<file path="config.mk">
export PLATFORM = sky130hd
export DESIGN_NAME = step_sequencer_flat
export DESIGN_NICKNAME = d
export VERILOG_FILES = /design/src/rtl/sap1_ctrl_pkg.sv /design/src/rtl/step_sequencer_if.sv /design/src/rtl/step_edge_detect.sv /design/src/rtl/step_sequencer.sv /design/src/flat_wrapper.sv
export SDC_FILE = /design/constraint.sdc
export NUM_CORES = 1
export LEC_CHECK = 0
export BUFFER_PORTS_ARGS = -buffer_cell sky130_fd_sc_hd__buf_2
export CAP_MARGIN = 20
export CORE_MARGIN = 1
export CORE_UTILIZATION = 40
export DETAILED_ROUTE_END_ITERATION = 8
export PLACE_DENSITY_LB_ADDON = 0.08
export SETUP_SLACK_MARGIN = 0.02
export SLEW_MARGIN = 40
export SYNTH_ARGS = -nofsm -noshare
export SYNTH_HDL_FRONTEND = slang
export SYNTH_SLANG_ARGS = --single-unit
export TNS_END_PERCENT = 5
</file>
<file path="constraint.sdc">
create_clock -name i_clk -period 2.12 [get_ports i_clk]
set_input_delay 0.212 -clock i_clk [delete_from_list [all_inputs] [get_ports i_clk]]
set_output_delay 0.212 -clock i_clk [all_outputs]
set_load 0.005 [all_outputs]
</file>
<file path="src/rtl/sap1_ctrl_pkg.sv">
// Shared SAP-1 control definitions: sequencer states, counter width and the
// control-word bit positions the decoder and sequencer both agree on.
package sap1_ctrl_pkg;
  localparam int CW_WIDTH = 16;
  localparam int CNT_W    = 16;

  // Bit positions within the decoded control word
  localparam int C_HLT = 15;
  localparam int C_ADV = 14;
  localparam int C_EL  = 13;

  typedef enum logic [1:0] {
    ST_RUN    = 2'd0,
    ST_HALTED = 2'd1,
    ST_FAULT  = 2'd2
  } seq_state_t;
endpackage

</file>
<file path="src/rtl/step_sequencer_if.sv">
// Decoder/datapath-facing bundle of the step sequencer.
interface step_sequencer_if
  import sap1_ctrl_pkg::*;
#(
  parameter int CONTROL_WORD_WIDTH = CW_WIDTH,
  parameter int STEP_WIDTH         = 3
);
  logic [CONTROL_WORD_WIDTH-1:0] i_control_word;
  logic                          i_alu_zero;
  logic                          i_alu_carry;
  logic                          i_alu_odd;
  logic                          i_run;
  logic                          i_step_req;
  logic [STEP_WIDTH-1:0]         o_step;
  logic                          o_zero;
  logic                          o_carry;
  logic                          o_odd;
  logic                          o_exec;
  logic                          o_halted;
  logic                          o_fault;
  logic [CNT_W-1:0]              o_instr_count;

  modport master (
    output i_control_word, i_alu_zero, i_alu_carry, i_alu_odd, i_run, i_step_req,
    input  o_step, o_zero, o_carry, o_odd, o_exec, o_halted, o_fault, o_instr_count
  );

  modport slave (
    input  i_control_word, i_alu_zero, i_alu_carry, i_alu_odd, i_run, i_step_req,
    output o_step, o_zero, o_carry, o_odd, o_exec, o_halted, o_fault, o_instr_count
  );
endinterface

</file>
<file path="src/rtl/step_edge_detect.sv">
// Registers a level input and emits a one-cycle pulse on its registered 0->1 edge.
module step_edge_detect (
  input  logic clk,
  input  logic rst,
  input  logic d,
  output logic pulse
);
  logic q, q_prev;

  always_ff @(posedge clk) begin
    if (rst) begin
      q      <= 1'b0;
      q_prev <= 1'b0;
    end else begin
      q      <= d;
      q_prev <= q;
    end
  end

  assign pulse = q & ~q_prev;
endmodule

</file>
<file path="src/rtl/step_sequencer.sv">
// SAP-1 step sequencer: step counter, latched ALU flags, halt/fault state and
// the single execute enable. Optional instruction counter: SEQ_INSTR_COUNT_EN.
module step_sequencer
  import sap1_ctrl_pkg::*;
#(
  parameter int INSTRUCTION_STEPS  = 8,
  parameter int CONTROL_WORD_WIDTH = CW_WIDTH
) (
  input logic             i_clk,
  input logic             i_reset,
  step_sequencer_if.slave sif
);
  localparam int STEP_WIDTH = $clog2(INSTRUCTION_STEPS);
  localparam logic [STEP_WIDTH-1:0] LAST_STEP = STEP_WIDTH'(INSTRUCTION_STEPS - 1);

  seq_state_t            state;
  logic [STEP_WIDTH-1:0] step;
  logic [2:0]            flags;
  logic                  step_pulse, exec;
  logic                  adv, hlt, el;
  logic                  unused_cw;

  assign adv       = sif.i_control_word[C_ADV];
  assign hlt       = sif.i_control_word[C_HLT];
  assign el        = sif.i_control_word[C_EL];
  assign unused_cw = ^sif.i_control_word;

  step_edge_detect u_step_edge (
    .clk   (i_clk),
    .rst   (i_reset),
    .d     (sif.i_step_req),
    .pulse (step_pulse)
  );

  assign exec = (state == ST_RUN) && (sif.i_run || step_pulse);

  always_ff @(posedge i_clk) begin
    if (i_reset) begin
      state <= ST_RUN;
      step  <= '0;
      flags <= '0;
    end else if (exec) begin
      // Halt beats advance, so the step of the halting word stays visible
      if (hlt)                    state <= ST_HALTED;
      else if (adv)               step  <= '0;
      else if (step == LAST_STEP) state <= ST_FAULT;
      else                        step  <= step + 1'b1;
      if (el) flags <= {sif.i_alu_zero, sif.i_alu_carry, sif.i_alu_odd};
    end
  end

`ifdef SEQ_INSTR_COUNT_EN
  logic [CNT_W-1:0] instr_count;

  always_ff @(posedge i_clk) begin
    if (i_reset)
      instr_count <= '0;
    else if (exec && adv && !hlt && (instr_count != {CNT_W{1'b1}}))
      instr_count <= instr_count + 1'b1;
  end

  assign sif.o_instr_count = instr_count;
`else
  assign sif.o_instr_count = '0;
`endif

  assign sif.o_step                          = step;
  assign {sif.o_zero, sif.o_carry, sif.o_odd} = flags;
  assign sif.o_exec                          = exec;
  assign sif.o_halted                        = (state == ST_HALTED);
  assign sif.o_fault                         = (state == ST_FAULT);
endmodule

</file>
<file path="src/flat_wrapper.sv">
// flat-port wrapper written by rule: the top's interface ports become plain ports
module step_sequencer_flat import sap1_ctrl_pkg::*;
#(
  parameter int INSTRUCTION_STEPS  = 8,
  parameter int CONTROL_WORD_WIDTH = CW_WIDTH
)
  (i_clk, i_reset, sif_i_control_word, sif_i_alu_zero, sif_i_alu_carry, sif_i_alu_odd, sif_i_run, sif_i_step_req, sif_o_step, sif_o_zero, sif_o_carry, sif_o_odd, sif_o_exec, sif_o_halted, sif_o_fault, sif_o_instr_count);
  step_sequencer_if #(.CONTROL_WORD_WIDTH(CONTROL_WORD_WIDTH), .STEP_WIDTH(($clog2((8))))) sif_i ();
  input logic i_clk;
  input logic i_reset;
  input wire logic [$bits(sif_i.i_control_word)-1:0] sif_i_control_word;
  input wire logic [$bits(sif_i.i_alu_zero)-1:0] sif_i_alu_zero;
  input wire logic [$bits(sif_i.i_alu_carry)-1:0] sif_i_alu_carry;
  input wire logic [$bits(sif_i.i_alu_odd)-1:0] sif_i_alu_odd;
  input wire logic [$bits(sif_i.i_run)-1:0] sif_i_run;
  input wire logic [$bits(sif_i.i_step_req)-1:0] sif_i_step_req;
  output wire logic [$bits(sif_i.o_step)-1:0] sif_o_step;
  output wire logic [$bits(sif_i.o_zero)-1:0] sif_o_zero;
  output wire logic [$bits(sif_i.o_carry)-1:0] sif_o_carry;
  output wire logic [$bits(sif_i.o_odd)-1:0] sif_o_odd;
  output wire logic [$bits(sif_i.o_exec)-1:0] sif_o_exec;
  output wire logic [$bits(sif_i.o_halted)-1:0] sif_o_halted;
  output wire logic [$bits(sif_i.o_fault)-1:0] sif_o_fault;
  output wire logic [$bits(sif_i.o_instr_count)-1:0] sif_o_instr_count;
  assign sif_i.i_control_word = sif_i_control_word;
  assign sif_i.i_alu_zero = sif_i_alu_zero;
  assign sif_i.i_alu_carry = sif_i_alu_carry;
  assign sif_i.i_alu_odd = sif_i_alu_odd;
  assign sif_i.i_run = sif_i_run;
  assign sif_i.i_step_req = sif_i_step_req;
  assign sif_o_step = sif_i.o_step;
  assign sif_o_zero = sif_i.o_zero;
  assign sif_o_carry = sif_i.o_carry;
  assign sif_o_odd = sif_i.o_odd;
  assign sif_o_exec = sif_i.o_exec;
  assign sif_o_halted = sif_i.o_halted;
  assign sif_o_fault = sif_i.o_fault;
  assign sif_o_instr_count = sif_i.o_instr_count;
  step_sequencer #(.INSTRUCTION_STEPS(INSTRUCTION_STEPS), .CONTROL_WORD_WIDTH(CONTROL_WORD_WIDTH)) u_core (.i_clk(i_clk), .i_reset(i_reset), .sif(sif_i));
endmodule
</file>
Yosys cells after proc, flatten, opt, wreduce, memory -nomap -nowiden:

Index checks and enable logic that the tools add are counted.

* input port bits: 23
* word-level logic and storage cells: 26
* register bits after elaboration: 10
* output and inout bits: 25

* bitwise logic cells: 3
* eq/ne operators: 5
* multiplexer cells: 5
* add/subtract/negate cells: 1
* reduce and logical (&&, ||, !) cells: 7

Operator list (number)
* 2-to-1 mux 2 bit: 3
* 2-to-1 mux 3 bit: 2
* AND reduction 3 bit: 2
* adder 3 x 1 -> 3 bit (second input constant): 1
* == test 3 bit (second input constant): 1
* == test 2 x 1 -> 1 bit (second input constant): 1
* == test 2 bit (second input constant): 1
* logical NOT 2 bit: 1
* inequality test 2 x 1 -> 1 bit (second input constant): 1
* inequality test 2 bit (second input constant): 1
* NOT 1 bit: 2
* AND reduction 2 bit: 1
* nonzero test 2 bit: 1
* bitwise AND 1 bit: 1
* logical AND 1 bit: 1
* logical OR 1 bit: 1

Logic depth before layout (Yosys ltp):

* word-level depth: 5
* gate-level depth with buffers: 5
* gate-level depth less buffers: 5

Cells and area by module:

Synthesis repeated with hierarchy kept, for this count alone.

* cells, all modules: 68
* area, all modules: 580.6 um^2

By module, submodules not included
* step_sequencer: instances 1, cells each 63, area an instance 519.2 um^2, sequential area each 160.2 um^2
* step_edge_detect: instances 1, cells each 5, area an instance 61.3 um^2, sequential area each 40.0 um^2

Worst setup path after synthesis:

Ideal clock, no wire load.

* path type: flip-flop to flip-flop
* start: register u_core.step[0], in the netlist u_core.sif.o_step[0]
* end: register u_core.step[0], in the netlist u_core.sif.o_step[0]
* buffers on the path: 0
* setup time: 75 ps
* setup slack: 922 ps
* period minus slack after synthesis: 1198 ps
* required time: 2045 ps
* arrival: 1123 ps
* stages on the path, launching flop included: 6
* cells stage by stage: dfxtp_1 > ha_1 > ha_1 > nor3_1 > o211ai_1 > o22ai_1

* cells in the longest elaborated chain, start to end: 3
* elaborated cells on any way between the ends: 6
* classes of those cells: add/sub: 1; eq/ne: 2; mux: 2; reduce/logical: 1

Ends and longest elaborated chain
* start: declaration: RTL line step_sequencer.sv:17 `logic [STEP_WIDTH-1:0] step;`
* start signal: assignment: RTL line step_sequencer.sv:47 `else step <= step + 1'b1;`
* adder 3 x 1 -> 3 bit / == test 3 bit (equally long branches): RTL line step_sequencer.sv:47, step_sequencer.sv:46
* 2-to-1 mux 3 bit / inequality test 2 bit (equally long branches)
* 2-to-1 mux 3 bit / AND reduction 3 bit (equally long branches)

Several ways; a longest one is shown, not always the timed one. The select of a mux whose other input is x is not followed.
A chain may end at the register's enable or synchronous reset.

Worst setup path after layout:

Same ends and word-level chain as after synthesis.

==> metrics.csv <==
stage,metric,value,unit
outcome,status,"complete, no violations",
setup_path,cp.arrival,1.49,ns
yosys,synth-seq-cells,10,
yosys,yosys_warnings,0,
cts,cts-htree-levels,1,
final_layout,multiInputGateArea,324,µm²
setup_path,crit_fanout,4,
route,vias,453,
grt,grt_pass1_vias,300,
cts,cts-hold-fix-buffers,0,
yosys,synth_flop_cell,dfxtp_1,
floorplan,rows,13,
power_and_ir_drop,p_leak,0.345,nW
setup_path,crit_path_start_kind,flop,
power_and_ir_drop,power_density,639,nW/µm²
route,first_iter_violations,4,
final_layout,antenna_cells,0,
yosys,synthMuxAreaShare,4.92,%
flow_run,maxCapViolCount,0,
floorplan,core,1370,µm²
min_path,min_path_type,in2reg,
power_and_ir_drop,total_power,0.000439,W
route,routed_wl,961,µm
timing,max_freq,772,MHz
yosys,synth-xor-area-share,0,%
yosys,synth_area,611,µm²
placement,io_buffers,18,
final_layout,final_cell_mix,"buf_2 (18), conb_1 (16), nand2b_1 (10), dfxtp_1 (10), inv_1 (5)",
timing,setup_violations,0,
cts,cts_buffers,3,
floorplan,die-area,1690,µm²
grt,track_usage,12.6,%
placement,pre_cts_slack,0.839,ns
cts,insertion_delay,0.26,ns
final_layout,nNetsFinal,114,
route,post-route-drc-count,0,
final_layout,final_common_cell,buf_2,
timing,fin_crit_sh,61.1,%
yosys,synth_top_family_by_area,buffers and inverters,
timing,rsz0062_at_grt,false,
yosys,syn_area_per_cell,8.98,µm²
route,drt-wirelength-per-cell,9.33,µm
timing,fin_worst_skew,0.00562,ns
yosys,synthDistinctLibCells,22,
cts,clk_pin_slew,0.07,ns
floorplan,die_x,41.1,µm
setup_path,end_kind,flop,
cts,cts_tree,built,
final_layout,syn_to_final_growth,12.7,%
cts,clock-root-buffer,clkbuf_4,
grt,gr-total-overflow,0,
yosys,synth_fa_ha_area_share,4.10,%
floorplan,die_height,41.1,µm
grt,grt_pass1_wl,1.29,mm
timing,period_minus_slack,1.30,ns
yosys,async_flop_share,0,%
yosys,synthSimpleGateAreaFrac,20.1,%
setup_path,critPathKind,reg2reg,
final_layout,final_util,50.4,%
cts,cts_sinks,10,
floorplan,initial_core_util,44.7,%
final_layout,fill_cells,150,
timing,timing.final.ws_setup,0.825,ns
route,drtAntennaViolNets,0,
placement,dp_hpwl,731,µm
yosys,synth_compound_area_share,14.1,%
yosys,synth_cells,68,
yosys,synth_edf_count,0,
floorplan,pin_count,48,
route,firstDrtPassIters,4,
route,vias_per_cell,4.40,
cts,cts_resized,0,
cts,post_cts_buffers,0,
final_layout,drive_gt1_share,28.4,%
grt,grt_max_degree,17,
power_and_ir_drop,ir_drop,0.430,mV
timing,slew_violations,0,
yosys,synth_seq_area_share,32.8,%
grt,antenna_found_initial,0,
placement,routabilityCongestion,0.555,
final_layout,ff_latch_area,200,µm²
setup_path,critical_path_required,2.32,ns
timing,whs,0.164,ns
timing,finalHoldViolCount,0,
timing,finalSetupTns,0,ns
cts,cts_buffer_depth,2,
cell type report:
| class | count | share of cell area, % |
|---|---|---|
| clock buffers | 4 | 5.27 |
| repair buffers | 18 | 13.1 |
| multi-input cells | 51 | 47.1 |
| inverters | 5 | 2.73 |
| well taps | 15 | 2.73 |
| flip-flops and latches | 10 | 29.1 |
registers in the layout, indices dropped and copies added (netlist names):
name,cells
u_core.u_step_edge.q,1
u_core.state,2
u_core.flags,3
u_core.u_step_edge.q_prev,1
u_core.sif.o_step,3
stage by stage:
step | instance area [µm²] | cells
detailed placement | 652 | 99
CTS | 688 | 103
floorplan | 667 | 83
global route | 688 | 103
finish | 688 | 103
global placement | 652 | 99
critical path, stage by stage (launching register included):
cell	delay, ns
dfxtp_1	0.34
ha_1	0.21
ha_1	0.20
nor3_1	0.13
o211ai_1	0.16
o22ai_1	0.18
cells by family (layout without fill, tap and decap cells):
logic type / Yosys count / after routing
flip-flops: 10 / 10
AND/OR/NAND/NOR: 19 / 19
AO/OA/AOI/OAI: 11 / 11
multiplexers: 3 / 3
buffers and inverters: 22 / 27
other: 1 / 16
adder cells (fa/ha/maj): 2 / 2
routing by layer:
| metal | up-vias | global-route usage (%) | wire length (µm) |
|---|---|---|---|
| li1 | 235 | - | - |
| met1 | 195 | 15.8 | 466 |
| met5 | - | 0 | 0 |
| met4 | 0 | 7.50 | 9 |
| met2 | 21 | 15.6 | 419 |
| met3 | 2 | 8.15 | 66 |
report_power, final:
part	internal (W)	leakage [nW]	total, W	switching, W
clock network	0.000104	0.0210	0.000174	0.0000698
registers	0.000196	0.0817	0.000202	0.00000600
logic	0.0000307	0.242	0.0000633	0.0000326
Yosys cell counts, types with 2 or more instances:
library cell	number	share of area, %
buf_4	16	20
dfxtp_1	10	33
nand2b_1	10	10
inv_1	5	3.1
mux2i_1	3	4.9
nor2_1	3	1.8
a21oi_1	2	1.6
ha_1	2	4.1
nor2b_1	2	2.0
o211ai_1	2	2.5
o32ai_1	2	2.9
final timing paths:
kind	start	endpoint	slack [ns]	cells past startpoint
worst max register to register	u_core.sif.o_step[0]	u_core.sif.o_step[0]	0.82	5
worst max-delay path	u_core.sif.o_step[0]	u_core.sif.o_step[0]	0.82	5
worst min register to register	u_core.u_step_edge.q	u_core.u_step_edge.q_prev	0.47	1
worst min-delay path	sif_i_step_req	u_core.u_step_edge.q	0.16	2
(Power assumes the default switching activity.)
